### src/rtl/skinny_mask_pkg.sv
// Shared sizing and types for the masked SKINNY-64 second-order core.
// The S-box sequencers and the key-schedule logic import this package.
package skinny_mask_pkg;

    localparam int STATE_W  = 64;
    localparam int NBYTES   = STATE_W / 8;
    localparam int SBOX_LAT = 4;
    localparam int RAND_W   = 144;

    typedef enum logic [1:0] {
        IDLE  = 2'd0,
        RUN   = 2'd1,
        DRAIN = 2'd2,
        DONE  = 2'd3
    } seq_state_e;

    typedef logic [$clog2(NBYTES)-1:0] byte_idx_t;

endpackage

### src/rtl/sbox_lat_tracker.sv
// Valid-tag delay line matching the fixed latency of the TwoSboxes pipeline.
// Shared by the S-box layer sequencer and the key-schedule sequencer.
module sbox_lat_tracker #(
    parameter int SBOX_LAT = 4
) (
    input  logic clk,
    input  logic rst_n,
    input  logic tag_in,
    output logic tag_out
);

    logic [SBOX_LAT-1:0] pipe;

    generate
        if (SBOX_LAT == 1) begin : g_one
            always_ff @(posedge clk or negedge rst_n) begin
                if (!rst_n) pipe <= '0;
                else        pipe <= tag_in;
            end
        end else begin : g_deep
            always_ff @(posedge clk or negedge rst_n) begin
                if (!rst_n) pipe <= '0;
                else        pipe <= {pipe[SBOX_LAT-2:0], tag_in};
            end
        end
    endgenerate

    assign tag_out = pipe[SBOX_LAT-1];

endmodule

### src/rtl/skinny_sbox_layer_sequencer.sv
// Byte-serial issue/capture scheduler around the masked 3-share TwoSboxes pair.
// Shares are shifted and reassembled on independent register paths and never combined.
module skinny_sbox_layer_sequencer
    import skinny_mask_pkg::*;
#(
    parameter int STATE_W  = skinny_mask_pkg::STATE_W,
    parameter int SBOX_LAT = skinny_mask_pkg::SBOX_LAT
) (
    input  logic               clk,
    input  logic               rst_n,
    input  logic               load,
    input  logic [STATE_W-1:0] s1_in,
    input  logic [STATE_W-1:0] s2_in,
    input  logic [STATE_W-1:0] s3_in,
    input  logic               rnd_valid,
    output logic               rnd_req,
    output logic [7:0]         sb_in1,
    output logic [7:0]         sb_in2,
    output logic [7:0]         sb_in3,
    input  logic [7:0]         sb_out1,
    input  logic [7:0]         sb_out2,
    input  logic [7:0]         sb_out3,
    output logic [STATE_W-1:0] s1_out,
    output logic [STATE_W-1:0] s2_out,
    output logic [STATE_W-1:0] s3_out,
    output logic               busy,
    output logic               done,
    output seq_state_e         dbg_state
);

    localparam int NBYTES = STATE_W / 8;
    localparam int CNT_W  = (NBYTES > 1) ? $clog2(NBYTES) : 1;
    localparam logic [CNT_W-1:0] LAST = CNT_W'(NBYTES - 1);

    seq_state_e         state, state_nxt;
    logic [CNT_W-1:0]   issue_cnt, cap_cnt;
    logic [STATE_W-1:0] sh1, sh2, sh3;
    logic               issue, tag_out;

    // Randomness handshake: rnd_valid says fresh r sits at the S-box pair this
    // cycle; a byte is issued (and r consumed, rnd_req=1) only in RUN with rnd_valid=1.
    always_ff @(posedge clk or negedge rst_n) begin
        if (!rst_n) state <= IDLE;
        else        state <= state_nxt;
    end

    always_comb begin
        state_nxt = state;
        issue     = 1'b0;
        busy      = 1'b0;
        done      = 1'b0;
        case (state)
            IDLE: begin
                if (load) state_nxt = RUN;
            end
            RUN: begin
                busy  = 1'b1;
                issue = rnd_valid;
                if (rnd_valid && issue_cnt == LAST) state_nxt = DRAIN;
            end
            DRAIN: begin
                busy = 1'b1;
                if (tag_out && cap_cnt == LAST) state_nxt = DONE;
            end
            DONE: begin
                busy      = 1'b1;
                done      = 1'b1;
                state_nxt = IDLE;
            end
            default: state_nxt = IDLE;
        endcase
    end

    assign rnd_req   = issue;
    assign dbg_state = state;

    // Gated to zero outside issue cycles so stale share bytes never toggle the S-box.
    assign sb_in1 = issue ? sh1[7:0] : 8'h00;
    assign sb_in2 = issue ? sh2[7:0] : 8'h00;
    assign sb_in3 = issue ? sh3[7:0] : 8'h00;

    always_ff @(posedge clk or negedge rst_n) begin
        if (!rst_n) begin
            sh1       <= '0;
            sh2       <= '0;
            sh3       <= '0;
            issue_cnt <= '0;
        end else if (state == IDLE && load) begin
            sh1       <= s1_in;
            sh2       <= s2_in;
            sh3       <= s3_in;
            issue_cnt <= '0;
        end else if (issue) begin
            sh1       <= sh1 >> 8;
            sh2       <= sh2 >> 8;
            sh3       <= sh3 >> 8;
            issue_cnt <= issue_cnt + CNT_W'(1);
        end
    end

    // Only tagged results are written; anything else leaving the S-box is ignored.
    always_ff @(posedge clk or negedge rst_n) begin
        if (!rst_n) begin
            s1_out  <= '0;
            s2_out  <= '0;
            s3_out  <= '0;
            cap_cnt <= '0;
        end else if (tag_out) begin
            s1_out[{cap_cnt, 3'b000} +: 8] <= sb_out1;
            s2_out[{cap_cnt, 3'b000} +: 8] <= sb_out2;
            s3_out[{cap_cnt, 3'b000} +: 8] <= sb_out3;
            cap_cnt <= cap_cnt + CNT_W'(1);
        end else if (state == IDLE && load) begin
            cap_cnt <= '0;
        end
    end

    sbox_lat_tracker #(
        .SBOX_LAT(SBOX_LAT)
    ) u_lat_tracker (
        .clk    (clk),
        .rst_n  (rst_n),
        .tag_in (issue),
        .tag_out(tag_out)
    );

endmodule

### config.mk
export PLATFORM = sky130hd
export DESIGN_NAME = skinny_sbox_layer_sequencer
export DESIGN_NICKNAME = d
export VERILOG_FILES = /design/src/rtl/skinny_mask_pkg.sv /design/src/rtl/sbox_lat_tracker.sv /design/src/rtl/skinny_sbox_layer_sequencer.sv
export SDC_FILE = /design/constraint.sdc
export NUM_CORES = 1
export LEC_CHECK = 0
export BUFFER_PORTS_ARGS = -buffer_cell sky130_fd_sc_hd__clkbuf_2
export CORE_ASPECT_RATIO = 0.9
export CORE_MARGIN = 1
export CORE_UTILIZATION = 40
export DETAILED_ROUTE_END_ITERATION = 10
export GPL_TIMING_DRIVEN = 0
export HOLD_SLACK_MARGIN = 0.06
export PLACE_DENSITY = 0.74
export RECOVER_POWER = 100
export SYNTH_ARGS = -nofsm -noshare
export SYNTH_HDL_FRONTEND = slang
export SYNTH_SLANG_ARGS = --single-unit
### constraint.sdc
create_clock -name clk -period 5.8 [get_ports clk]
set_input_delay 1.16 -clock clk [delete_from_list [all_inputs] [get_ports clk]]
set_output_delay 1.16 -clock clk [all_outputs]
set_load 0.005 [all_outputs]
==> results by group <==
Clocking
  – Post-CTS resize count: 0
  – CTS tree: done
  – Clock latency on the worst-skew pair: 0.57 ns
  – Worst-path clk slew: 0.06 ns
  – Clk sink count: 396
  – Postcts setup bufs: 0
  – Clock tree buffer depth: 3
  – Cts hold-fix bufs: 0
  – CTS Buf Count: 42
  – Clk root buf: clkbuf_16
  – CTS H-tree lvls: 2

Yosys
  – Synth Area in Adders: 1.06%
  – Synth Area in XOR/XNOR: 0.0494%
  – Main combinational cell family by area after synthesis: multiplexers
  – Share of the synthesized area in the top cell type: 55.9%
  – Post-Synthesis Cells: about 1400
  – Syn nets: 1678
  – Synth Register Bits: between 300 and 400
  – Synth Area in Compound Gates: 6.24%
  – Post-synth EDFFs: 0
  – Synth warnings: 0
  – Most used DFF post-synth: dfrtp_1
  – Netlist cell types: 33
  – Mapped Avg Cell Area: 12.3 µm²
  – Leading area contributor after synthesis: dfrtp_1
  – Mapped Area: 0.0177 mm²
  – Post-Synth Simple-Gate Area: 8.61%
  – Post-synthesis mux area share: between 20% and 30%
  – Post-synthesis sequential area ratio: 55.9%
  – Top cells by area, synth: dfrtp_1, mux2i_1, mux2_4, o21ai_0, nand2_1
  – Async set-reset flop share out of synthesis: 100%

Floorplanning
  – Initial core utilization: 40.9%
  – FP Rows: 72
  – Number of I/O pins: 441
  – Core area: 0.0433 mm²
  – Die extent in x: 224 µm
  – Die Ht: about 200 µm
  – Die Area: between 0.04 and 0.05 mm²

Routing
  – ANT nets after route: 0
  – Via-per-instance ratio: 5.18
  – Routed via count: 13200
  – Final WL: 53300 µm
  – First-pass iteration count of the detailed router: 5
  – WL per Instance: around 21 µm
  – DR iter-0 viols: 980
  – DRC: 0

Status
  – Status: finished with violations
  – Failing checks: capacitance limit, slew limit

Placed design
  – IO buf count: approximately 440
  – Placed Area: 0.0208 mm²
  – Placed insts: 2477
  – DP Worst Slack: 1.92 ns
  – Post-DP HPWL: 40200 µm
  – Routability cong.: 0.923

Finish
  – Area growth syn-to-layout: 22.0%
  – # diodes: 0
  – Finished layout cell area: 0.0216 mm²
  – Nets: 2164
  – Layout cell share with drive strength beyond 1: ~25%
  – Final cell count without fillers: 2553
  – Finished Core Util: 49.9%

Timing
  – Slew Limit Fails: 211
  – Final Cycle Share: 75.5%
  – Fin. Hold Viols: 0
  – Worst slew margin: -85.8%
  – Max Freq: 228 MHz
  – Setup violations, final: 0
  – Worst Tran Pin Value: 2.79 ns
  – Unrepaired setup endpoints after global routing: false
  – Final min period: 4.38 ns
  – Worst Slack Setup Final: 1.42 ns
  – Post-Route Skew: 0.0196 ns

Critical path
  – Worst setup SP type: register
  – Crit Path Class: register to register
  – CP endpoint kind: register
  – Critical Path AT: 4.84 ns
  – Flop2flop setup slack: 1.42 ns
  – Critical Path RT: 6.26 ns
  – Critical-path maximum fanout: 10

Global route
  – Number of global-route vias before repair: 13500
  – Initial antenna violation count: 7
  – GRT overflow: 0
  – Global Route Usage Sum: 23.4%
  – Pin count of the biggest net entering global routing: roughly 110
  – First-pass GRT wire length: 80700 µm

Hold path
  – Hold crit path type: register to register

Pwr
  – Maximum vdd ir drop: 0.254 mV
  – Power Density: slightly below 500 mW/mm²
  – Leakage power: 0.0112 µW
  – Power Total: 10600 µW

Job
  – Max_cap viols: 2
power by group:
part           internal [µW]  switching [µW]  total [µW]
Sequential              3850             679        4530
Combinational           1430            1830        3260
Clock                   1720            1130        2850
area by class of cell:
| cell class | count | area (µm²) |
|---|---|---|
| Buffer | 101 | 508 |
| Clock buffer | 63 | 1250 |
| Clock inverter | 13 | 219 |
| Fill cell | 3959 | 21700 |
| Inverter | 42 | 158 |
| Multi-Input combinational cell | 904 | 6780 |
| Sequential cell | 396 | 9910 |
| Tap cell | 592 | 741 |
| Timing Repair Buffer | 442 | 2060 |
synthesized netlist by cell type (2+ instances only):
| cell type | n |
|---|---|
| a21oi_1 | 3 |
| a22o_1 | 24 |
| and2_1 | 60 |
| and3_1 | 37 |
| and3b_1 | 2 |
| buf_1 | 3 |
| buf_12 | 6 |
| buf_2 | 41 |
| buf_4 | 2 |
| buf_6 | 13 |
| clkbuf_1 | 36 |
| dfrtp_1 | 396 |
| ha_1 | 15 |
| inv_1 | 42 |
| mux2_2 | 60 |
| mux2_4 | 99 |
| mux2i_1 | 203 |
| nand2_1 | 212 |
| nor2_1 | 3 |
| nor2b_1 | 3 |
| nor3b_1 | 3 |
| o21ai_0 | 168 |
| o31ai_1 | 2 |
path summary, 6_finish.rpt:
path                                       startpoint                    end  cells after the start
worst max-delay path                       cap_cnt[0]             s2_out[38]                      9
worst min-delay path            u_lat_tracker.pipe[1]  u_lat_tracker.pipe[2]                      0
worst max register to register             cap_cnt[0]             s2_out[38]                      9
worst min register to register  u_lat_tracker.pipe[1]  u_lat_tracker.pipe[2]                      0
max in group asynchronous                       rst_n                sh2[55]                      2
min in group asynchronous                       rst_n             s2_out[54]                      1
metal layers:
| metal | track usage, % | part of all wire [%] | vias up |
|---|---|---|---|
| met1 | 30.6 | 42 | 6638 |
| met2 | 38.3 | 47 | 540 |
| met3 | 5.74 | 7.8 | 94 |
| li1 | - | - | 5930 |
| met5 | 0 | 0.16 | - |
| met4 | 6.85 | 2.5 | 12 |
kinds of logic after synthesis:
logic type | Yosys count
AOI/OAI and AO/OA | 200
xor gates and xnor gates | 1
adders and majority gates | 15
buffers and inverters | 143
DFF | 396
muxes | 362
and+or+nand+nor | 326
placed cells by master, fill, tap and decap left out, types with 2 or more instances in the layout:
cell type / Yosys / layout
a21oi_1: 3 / 3
a22o_1: 24 / 24
and2_0: 0 / 43
and2_1: 60 / 17
and3_1: 37 / 37
and3b_1: 2 / 2
buf_1: 3 / 3
buf_12: 6 / 4
buf_2: 41 / 21
buf_6: 13 / 5
bufinv_16: 0 / 5
clkbuf_1: 36 / 225
clkbuf_16: 0 / 42
clkbuf_2: 0 / 292
clkbuf_8: 0 / 13
clkinv_2: 0 / 2
clkinv_4: 0 / 2
dfrtp_1: 396 / 396
ha_1: 15 / 15
inv_1: 42 / 42
inv_6: 0 / 2
mux2_1: 0 / 64
mux2_2: 60 / 59
mux2_4: 99 / 36
mux2i_1: 203 / 203
nand2_1: 212 / 212
nor2_1: 3 / 3
nor2b_1: 3 / 3
nor3b_1: 3 / 3
o21ai_0: 168 / 168
o31ai_1: 2 / 2
registers in the layout, summed over array words and instances, names as in the netlist:
name                count
s1_out                 64
s2_out                 64
s3_out                 64
sh1                    64
sh2                    64
sh3                    64
u_lat_tracker.pipe      4
cap_cnt                 3
issue_cnt               3
dbg_state               2
stage by stage:
stage | setup TNS, ns | hold slack (ns)
final | 0 | 0.339
after global routing | 0 | 0.348
after CTS | 0 | 0.348
after detailed placement | 0 | 0.335
after global placement | -1964.73 | 0.338
after floorplan | 0 | 0.331
worst max-delay path: stages, from the launching register on:
cell	delay [ns]
dfrtp_1	0.41
clkbuf_1	0.31
clkbuf_1	0.42
inv_1	0.13
ha_1	0.25
ha_1	0.42
o211ai_1	0.13
nor4_1	0.99
clkbuf_1	0.77
mux2_2	0.43
Note: power is estimated with default switching activity, not from simulation.
